===== src/rtl/mem_stage.sv =====
// MEM stage of the 5-stage MIPS pipeline: resolves the branch decision,
// runs a variable-latency request/acknowledge data-memory access and
// registers the MEM/WB bundle for write-back.
module mem_stage #(
    parameter int TIMEOUT_CYCLES = 16
) (
    input  logic        clk,
    input  logic        reset,
    input  logic        ctrl_regWrite_ex_mem,
    input  logic        ctrl_memToReg_ex_mem,
    input  logic        ctrl_branch_ex_mem,
    input  logic        ctrl_memRead_ex_mem,
    input  logic        ctrl_memWrite_ex_mem,
    input  logic        zero_ex_mem,
    input  logic [31:0] branch_or_not_address_ex_mem,
    input  logic [31:0] alu_result_ex_mem,
    input  logic [31:0] read_data_2_ex_mem,
    input  logic [4:0]  write_register_ex_mem,
    output logic        pc_src,
    output logic [31:0] branch_target,
    output logic        stall,
    output logic        dmem_req,
    output logic        dmem_we,
    output logic [31:0] dmem_addr,
    output logic [31:0] dmem_wdata,
    input  logic [31:0] dmem_rdata,
    input  logic        dmem_ack,
    output logic        ctrl_regWrite_mem_wb,
    output logic        ctrl_memToReg_mem_wb,
    output logic [31:0] read_data_mem_wb,
    output logic [31:0] alu_result_mem_wb,
    output logic [4:0]  write_register_mem_wb,
    output logic        mem_fault,
    output logic        bus_error
);

    // Counter only has to reach TIMEOUT_CYCLES-1.
    localparam int CW = (TIMEOUT_CYCLES > 1) ? $clog2(TIMEOUT_CYCLES) : 1;
    localparam logic [CW-1:0] LAST_COUNT = CW'(TIMEOUT_CYCLES - 1);

    typedef enum logic [1:0] {
        S_IDLE = 2'd0,
        S_WAIT = 2'd1,
        S_DONE = 2'd2
    } state_t;

    state_t         state_r;
    logic [CW-1:0]  count_r;
    logic [31:0]    cap_data_r;
    logic           err_r;

    logic           mem_op_s;
    logic           misaligned_s;
    logic           stall_s;

    assign mem_op_s      = ctrl_memRead_ex_mem | ctrl_memWrite_ex_mem;
    assign misaligned_s  = mem_op_s & (alu_result_ex_mem[1:0] != 2'b00);
    assign stall         = stall_s;
    assign pc_src        = ctrl_branch_ex_mem & zero_ex_mem & ~stall_s;
    assign branch_target = branch_or_not_address_ex_mem;

    // Hold the front of the pipeline from the issue cycle until the ack/timeout.
    always_comb begin
        stall_s = 1'b0;
        case (state_r)
            S_IDLE: begin
                if (mem_op_s && !misaligned_s) begin
                    stall_s = 1'b1;
                end else begin
                    stall_s = 1'b0;
                end
            end
            S_WAIT:  stall_s = 1'b1;
            S_DONE:  stall_s = 1'b0;
            default: stall_s = 1'b0;
        endcase
    end

    // Access FSM together with the memory port and MEM/WB registers.
    always_ff @(posedge clk) begin
        if (reset) begin
            state_r               <= S_IDLE;
            count_r               <= {CW{1'b0}};
            cap_data_r            <= 32'd0;
            err_r                 <= 1'b0;
            dmem_req              <= 1'b0;
            dmem_we               <= 1'b0;
            dmem_addr             <= 32'd0;
            dmem_wdata            <= 32'd0;
            ctrl_regWrite_mem_wb  <= 1'b0;
            ctrl_memToReg_mem_wb  <= 1'b0;
            read_data_mem_wb      <= 32'd0;
            alu_result_mem_wb     <= 32'd0;
            write_register_mem_wb <= 5'd0;
            mem_fault             <= 1'b0;
            bus_error             <= 1'b0;
        end else begin
            mem_fault <= 1'b0;
            bus_error <= 1'b0;
            case (state_r)
                S_IDLE: begin
                    if (misaligned_s) begin
                        // Drop the instruction: bubble into MEM/WB, no request.
                        ctrl_regWrite_mem_wb <= 1'b0;
                        ctrl_memToReg_mem_wb <= 1'b0;
                        read_data_mem_wb     <= 32'd0;
                        mem_fault            <= 1'b1;
                    end else if (mem_op_s) begin
                        dmem_addr            <= alu_result_ex_mem;
                        dmem_wdata           <= read_data_2_ex_mem;
                        dmem_we              <= ctrl_memWrite_ex_mem;
                        dmem_req             <= 1'b1;
                        count_r              <= {CW{1'b0}};
                        ctrl_regWrite_mem_wb <= 1'b0;
                        ctrl_memToReg_mem_wb <= 1'b0;
                        read_data_mem_wb     <= 32'd0;
                        state_r              <= S_WAIT;
                    end else begin
                        ctrl_regWrite_mem_wb  <= ctrl_regWrite_ex_mem;
                        ctrl_memToReg_mem_wb  <= ctrl_memToReg_ex_mem;
                        read_data_mem_wb      <= 32'd0;
                        alu_result_mem_wb     <= alu_result_ex_mem;
                        write_register_mem_wb <= write_register_ex_mem;
                    end
                end
                S_WAIT: begin
                    ctrl_regWrite_mem_wb <= 1'b0;
                    ctrl_memToReg_mem_wb <= 1'b0;
                    if (dmem_ack) begin
                        // Ack takes priority over a coincident timeout.
                        cap_data_r <= dmem_we ? 32'd0 : dmem_rdata;
                        dmem_req   <= 1'b0;
                        state_r    <= S_DONE;
                    end else if (count_r == LAST_COUNT) begin
                        cap_data_r <= 32'd0;
                        dmem_req   <= 1'b0;
                        bus_error  <= 1'b1;
                        err_r      <= 1'b1;
                        state_r    <= S_DONE;
                    end else begin
                        count_r <= count_r + {{(CW-1){1'b0}}, 1'b1};
                    end
                end
                S_DONE: begin
                    // A failed access retires as a bubble.
                    ctrl_regWrite_mem_wb  <= ctrl_regWrite_ex_mem & ~err_r;
                    ctrl_memToReg_mem_wb  <= ctrl_memToReg_ex_mem & ~err_r;
                    read_data_mem_wb      <= cap_data_r;
                    alu_result_mem_wb     <= alu_result_ex_mem;
                    write_register_mem_wb <= write_register_ex_mem;
                    err_r                 <= 1'b0;
                    state_r               <= S_IDLE;
                end
                default: begin
                    dmem_req <= 1'b0;
                    err_r    <= 1'b0;
                    state_r  <= S_IDLE;
                end
            endcase
        end
    end

endmodule

===== config.mk =====
export PLATFORM = sky130hd
export DESIGN_NAME = mem_stage
export DESIGN_NICKNAME = d
export VERILOG_FILES = /design/src/rtl/mem_stage.sv
export SDC_FILE = /design/constraint.sdc
export NUM_CORES = 1
export LEC_CHECK = 0
export ABC_CLOCK_PERIOD_IN_PS = 2600
export BUFFER_PORTS_ARGS = -buffer_cell sky130_fd_sc_hd__buf_2
export CAP_MARGIN = 20
export CORE_AREA = 3 3 142 144
export CTS_BUF_LIST = sky130_fd_sc_hd__clkbuf_8 sky130_fd_sc_hd__clkbuf_16
export CTS_CLUSTER_DIAMETER = 150
export DETAILED_ROUTE_END_ITERATION = 8
export DIE_AREA = 0 0 145 147
export PLACE_DENSITY = 0.62
export SLEW_MARGIN = 10
export SYNTH_ARGS = -nofsm -noshare
export SYNTH_HDL_FRONTEND = slang
export SYNTH_SLANG_ARGS = --single-unit

===== constraint.sdc =====
create_clock -name clk -period 2.6 [get_ports clk]
set_clock_uncertainty 0.15 [all_clocks]
set_input_delay 0.26 -clock clk [delete_from_list [all_inputs] [get_ports clk]]
set_output_delay 0.26 -clock clk [all_outputs]
set_load 0.01 [all_outputs]

==> results of run 1 <==
[worst paths after layout]
| path | to | slack, ps | depth (start not counted) |
|---|---|---|---|
| hold reg to reg | alu_result_mem_wb[24] | 300 | 2 |
| setup reg to reg | dmem_wdata[9] | 420 | 7 |
| setup / recovery | pc_src | 250 | 7 |
| hold / removal | cap_data_r[18] | 100 | 2 |
[critical path, delay by kind of cell, from the launching register on]
kind | cells | cell delay [ps]
and+or+nand+nor | 3 | 680
DFF | 1 | 340
buffers and inverters | 3 | 310
adders and majority gates | 1 | 200
[metal layers]
layer | vias to the layer above | part of all wire
met2 | 222 | 0.48
met5 | - | 0
li1 | 3203 | -
met3 | 40 | 0.072
met1 | 2970 | 0.43
met4 | 0 | 0.021
[sequential cells by signal, indices dropped and copies added (netlist names)]
name                   count
count_r                    4
state_r                    2
dmem_we                    1
ctrl_memToReg_mem_wb       1
dmem_addr                 32
alu_result_mem_wb         32
dmem_req                   1
write_register_mem_wb      5
bus_error                  1
ctrl_regWrite_mem_wb       1
err_r                      1
read_data_mem_wb          32
cap_data_r                32
dmem_wdata                32
mem_fault                  1
[cell type report]
| class | count | area, um^2 | share of cell area |
|---|---|---|---|
| repair buffers | 370 | 2460 | 0.258 |
| multi-input cells | 524 | 2610 | 0.274 |
| inverters | 3 | 11.3 | 0.00118 |
| clock inverters | 12 | 133 | 0.0139 |
| well taps | 260 | 325 | 0.0341 |
| clock buffers | 18 | 439 | 0.0460 |
| flip-flops and latches | 178 | 3560 | 0.373 |
[metrics by stage]
stage                     setup slack (ps)  power [mW]
final                                  249        7.10
after global routing                   134        7.49
after CTS                             20.1        7.16
after detailed placement               291        4.50
after global placement                 343        4.48
after floorplan                        514        4.00
[cell usage in the layout, fill, tap and decap left out, types with 2 or more instances in the layout]
cell and instances:
a21oi_1 135, a22oi_1 34, a31oi_1 3, buf_12 3, buf_2 249, buf_4 12, bufinv_16 2, clkbuf_16 17
clkinv_2 4, clkinv_4 2, dfxtp_1 178, dlygate4sd3_1 105, ha_1 4, ha_2 2, inv_2 2, inv_6 4
mux2i_1 4, nand2_1 202, nand3_1 4, nand3b_1 2, nor2_1 74, nor3_1 2, nor3b_1 35, o21ai_0 4
[logic make-up (layout without fill, tap and decap cells)]
| family | after synthesis | in the layout | share of synthesized area |
|---|---|---|---|
| buf+inv | 96 | 403 | 0.0756 |
| mux | 5 | 5 | 0.00771 |
| flops | 178 | 178 | 0.536 |
| compound gates | 181 | 181 | 0.152 |
| fa+ha+maj | 6 | 6 | 0.0113 |
| simple gates | 332 | 332 | 0.217 |
[what timing repair did]
item                                   in CTS  in global routing
gates resized for setup                     0                  4
setup endpoints to repair                   0                  2
buffers inserted                            0                  0
endpoints found under the hold margin     135                  0
hold buffers                              105                  0
[power breakdown]
| part | switching [mW] | internal [mW] | total, mW |
|---|---|---|---|
| Clock | 1.10 | 1.44 | 2.54 |
| Sequential | 0.112 | 2.94 | 3.05 |
| Combinational | 0.911 | 0.595 | 1.51 |
| Total | 2.12 | 4.98 | 7.10 |
==> results by group, run 1 <==
Worst setup path
  • Type of element launching the critical path: flip-flop
  • Worst reg2reg path startpoint: state_r[1]
  • Worst setup startpoint: state_r[1]
  • Arrival time at the worst endpoint: 1940 ps
  • Capturing element type of the critical path: output port
  • Cell-by-cell listing of the critical path: inv_1, ha_2, inv_2, or4_4, nand2b_4, nor2_1, buf_2
  • Kind of critical path: flip-flop to output port
  • Data required, critical path: 2190 ps
  • CP peak stage delay: 550 ps
  • Slowest-stage cell, CP: or4_4
  • Critical path fanouts, max: 4

Yosys
  • Total standard cell area after synthesis: 6650 um^2
  • Top flip-flop cell by instance count after synthesis: dfxtp_1
  • Synth top area cells: dfxtp_1 (54%), nand2_1 (11%), a21oi_1 (10%)
  • Library cell with the highest instance count after synthesis: nand2_1
  • Portion of the post-synthesis area used by sequential elements: 0.536
  • Syn nets: 946
  • Post-synthesis cell type count: 36
  • Count of flip-flops with a built-in enable after synthesis: 0
  • Proportion of register bits with asynchronous set or reset after synthesis: 0
  • Synth area leader: dfxtp_1
  • Seq cells post-synth: 178
  • Cell types with the highest counts after synthesis: nand2_1 (202), dfxtp_1 (178), a21oi_1 (135), nor2_1 (74), clkbuf_1 (39)
  • Synthesis Warnings: 0
  • Number of standard cells after synthesis: 798
  • Avg Cell Area, Syn: 8.33 um^2
  • Area fraction of the dominant cell type after synthesis: 0.536

Global routing
  • Total grt overflow: 0
  • Wire length of the first global-routing pass: 32700 um
  • Vias in the first global route: 6405
  • Global routing usage summed across all routing layers: 0.185
  • Fraction of met2 tracks used by global routing: 0.314
  • Routing usage on met1: 0.222
  • Met3 Track Usage GR: 0.0614
  • Maximum number of pins on one net before global-route repair: 66
  • Layer with the highest usage after global routing: met2
  • Antenna violations before repair: 0

STA
  • Setup repair after global routing missed its margin: false
  • Worst hold-check slack: 104 ps
  • Final max-slew violation count: 0
  • Transition time at the pin with the least slew margin: 692 ps
  • Final-report hold violation count: 0
  • Number of endpoints failing setup at the final stage: 0
  • Min Clock Period, post-route: 2350 ps
  • Fmax: 425 MHz
  • Final worst path period share: 0.904
  • Worst slew margin relative to its limit: 0.539
  • Setup TNS: 0 ps

Pwr
  • P_leak: 4.13 nW
  • Peak ir drop on the vdd network: 0.000456 V
  • Areal power density over the cells: 744 nW/um^2

Floorplanning
  • FP Rows: 50
  • Area of the die: 21300 um^2
  • Overall die width: 145 um
  • Top-level I/O count: 315
  • Die extent in y: 147 um
  • Floorplan core area: 18800 um^2
  • Effective utilization at floorplan: 0.353

Clocking
  • CTS root buf: clkbuf_16
  • Clock tree sinks: 178
  • Clock latency at the later pin of the worst-skew pair: 420 ps
  • Clock Tree Buf Depth: 2
  • Clock-pin slew on the worst setup and hold paths: 60 ps
  • TritonCTS clock tree: yes
  • Number of CTS-inserted buffers: 17
  • Max H-tree Level: 4

Outcome
  • Outcome: complete, no violations

Routing
  • WL/cell: 14.6 um
  • # DRC: 0
  • Detailed Route WL: 19900 um
  • Vias post-DR: 6435
  • Number of DRC markers after the initial detailed-route iteration: 339
  • Number of vias per cell after detailed routing: 4.71
  • Detailed-router iteration count before antenna repair: 4
  • Number of nets with antenna violations after detailed routing: 0

Place
  • DP HPWL: 12800 um
  • Final RePlAce weighted congestion: 0.768
  • Post-Place Cell Area: 7910 um^2
  • Number of buffers inserted by port buffering: 250
  • Cells after DPL: 1230

Finish
  • Total non-filler cell area in the finished layout: 9540 um^2
  • Antenna diode count: 0
  • Final nets: 1242
  • P&R area growth vs syn: 43.5%
  • Number of inserted filler cells in the final layout: 1785
  • Utilization of the core after routing: 0.507
  • Post-Layout Cell Count: 1365
  • Share of cells above drive strength 1: 0.277

Worst hold path
  • Hold/Removal Path Class: input port to flip-flop
  • Launch point of the worst hold path: reset

Flow run
  • Max Cap Viol: 0
Note: power is estimated with default switching activity, not from simulation.
==> inputs of run 2 (changes only) <==
--- a/config.mk
+++ b/config.mk
@@ -5,7 +5,6 @@
 export SDC_FILE = /design/constraint.sdc
 export NUM_CORES = 1
 export LEC_CHECK = 0
-export ABC_CLOCK_PERIOD_IN_PS = 2600
 export BUFFER_PORTS_ARGS = -buffer_cell sky130_fd_sc_hd__buf_2
 export CAP_MARGIN = 20
 export CORE_AREA = 3 3 142 144
==> constraint.sdc (replaced) <==
create_clock -name clk -period 2.6 [get_ports clk]
set_clock_uncertainty 0.15 [all_clocks]
set_input_delay 0.26 -clock clk [delete_from_list [all_inputs] [get_ports clk]]
set_output_delay 0.26 -clock clk [all_outputs]
set_load 0.02 [all_outputs]
==> run 2 against run 1 <==
Net effect: wire length fell by 0.74%; sequential cell count did not move; combinational power rose by 7%; first-iteration DRC count fell by 13%; die area did not move; final area rose by 0.20%; global-route usage fell by 0.30 points; core utilization rose by 0.10 points; count of clock-buffer cells in the layout rose by 1; critical path depth did not move; sequential share of layout area fell by 0.073 points.
==> results by group, run 2 (synthesis results as in run 1) <==
Outcome
  • Outcome: complete, no violations

Finish
  • Commonest cells after routing, fill and taps aside: buf_2 (249), nand2_1 (202), dfxtp_1 (178)
  • Total non-filler cell area in the finished layout: 9560 um^2
  • Seq. cell area: 3560 um^2
  • Final nets: 1239
  • Post-Layout Cell Count: 1365
  • Multi-input combinational cell area: 2610 um^2
  • Number of inserted filler cells in the final layout: 1754
  • Utilization of the core after routing: 0.508
  • P&R area growth vs syn: 43.8%
  • Leading cell type in the layout, fill and taps excluded: buf_2
  • Share of cells above drive strength 1: 0.274

STA
  • Final-report hold violation count: 0
  • Final worst path period share: 0.902
  • Worst slew margin relative to its limit: 0.536
  • Fmax: 426 MHz
  • Min Clock Period, post-route: 2350 ps
  • Worst hold-check slack: 126 ps
  • Final max-slew violation count: 0
  • Setup repair after global routing missed its margin: false
  • Setup TNS: 0 ps
  • Number of endpoints failing setup at the final stage: 0
  • Transition time at the pin with the least slew margin: 695 ps

Worst setup path
  • Register-to-Register Setup Slack: 440 ps
  • Cell-by-cell listing of the critical path: inv_2, ha_2, inv_2, or4_4, nand2b_4, nor2_1, buf_2
  • Type of element launching the critical path: flip-flop
  • Capturing element type of the critical path: output port
  • CP peak stage delay: 550 ps
  • Most numerous cell on the critical path: inv_2
  • Arrival time at the worst endpoint: 1940 ps
  • Data required, critical path: 2190 ps
  • Critical path fanouts, max: 4
  • Buf/Inv on CP: 3
  • Slowest-stage cell, CP: or4_4
  • Kind of critical path: flip-flop to output port
  • Cell family with most CP delay: simple AND/OR/NAND/NOR gates

Clocking
  • CTS root buf: clkbuf_16
  • Number of CTS-inserted buffers: 17
  • Max H-tree Level: 4
  • Clock Tree Buf Depth: 2
  • Clock latency at the later pin of the worst-skew pair: 420 ps
  • Clock tree sinks: 178
  • Clock-pin slew on the worst setup and hold paths: 70 ps
  • TritonCTS clock tree: yes

Pwr
  • Areal power density over the cells: 767 nW/um^2
  • P_leak: 4.14 nW
  • Peak ir drop on the vdd network: 0.000638 V

Routing
  • Detailed Route WL: 19800 um
  • # DRC: 0
  • Number of nets with antenna violations after detailed routing: 0
  • Number of DRC markers after the initial detailed-route iteration: 296
  • WL/cell: 14.5 um
  • Detailed-router iteration count before antenna repair: 4
  • Vias post-DR: 6474
  • Number of vias per cell after detailed routing: 4.74

Floorplanning
  • Top-level I/O count: 315
  • FP Rows: 50
  • Effective utilization at floorplan: 0.353
  • Floorplan core area: 18800 um^2
  • Die extent in y: 147 um
  • Overall die width: 145 um
  • Area of the die: 21300 um^2

Place
  • DP HPWL: 12600 um
  • Cells after DPL: 1227
  • Final RePlAce weighted congestion: 0.776
  • Post-Place Cell Area: 7890 um^2
  • Number of buffers inserted by port buffering: 250

Global routing
  • Antenna violations before repair: 0
  • Global routing usage summed across all routing layers: 0.182
  • Maximum number of pins on one net before global-route repair: 69
  • Vias in the first global route: 6271
  • Total grt overflow: 0
  • Wire length of the first global-routing pass: 32000 um

Worst hold path
  • Hold/Removal Path Class: input port to flip-flop

Flow run
  • Max Cap Viol: 0
[run 2: changes by cell type in the layout (fill, tap and decap cells not counted), sizes merged]
cell,before,now
bufinv,2,3
inv,7,10
clkinv,6,2
clkbuf,18,19
diode,0,1
clkinvlp,0,1
buf,265,262
[run 2: path summary, 6_finish.rpt]
kind,startpoint,to,cells after the start
worst min register to register,alu_result_mem_wb[2],alu_result_mem_wb[2],2
worst max-delay path,state_r[1],pc_src,7
worst min-delay path,reset,read_data_mem_wb[13],2
worst max register to register,state_r[1],dmem_wdata[26],7
[run 2: per-layer routing]
metal / part of all wire / wire length (um) / track usage
met3: 0.082 / 1620 / 0.0669
met1: 0.42 / 8240 / 0.211
met5: 0 / 0 / 0
met4: 0.022 / 429 / 0.0618
met2: 0.48 / 9500 / 0.312
[run 2: layout make-up]
cell class                      instances  share of cell area
Antenna cell                            1            0.000262
Clock buffer                           19              0.0474
Tap cell                              260              0.0340
Sequential cell                       178               0.373
Inverter                                3             0.00118
Multi-Input combinational cell        524               0.273
Timing Repair Buffer                  367               0.255
Clock inverter                         13              0.0165
[run 2: power breakdown]
group          internal, mW  switching, mW
Combinational         0.592           1.03
Clock                  1.57           1.09
Sequential             2.94          0.111
Total                  5.10           2.23
[run 2: per-stage QoR]
step           worst slack, ps  total power, mW
5_1_grt                    157             7.72
4_1_cts                   6.70             7.41
2_1_floorplan              380             4.14
6_report                   254             7.33
3_5_place_dp               273             4.61
3_3_place_gp               329             4.60
[run 2: timing repair]
item                                    4_1_cts  5_1_grt
endpoints found under the setup margin        1        2
pin swaps                                     0        0
setup buffers                                 0        0
hold endpoints to repair                    135        0
hold buffers                                105        0
cloned                                        0        0
resized for setup                             1        4
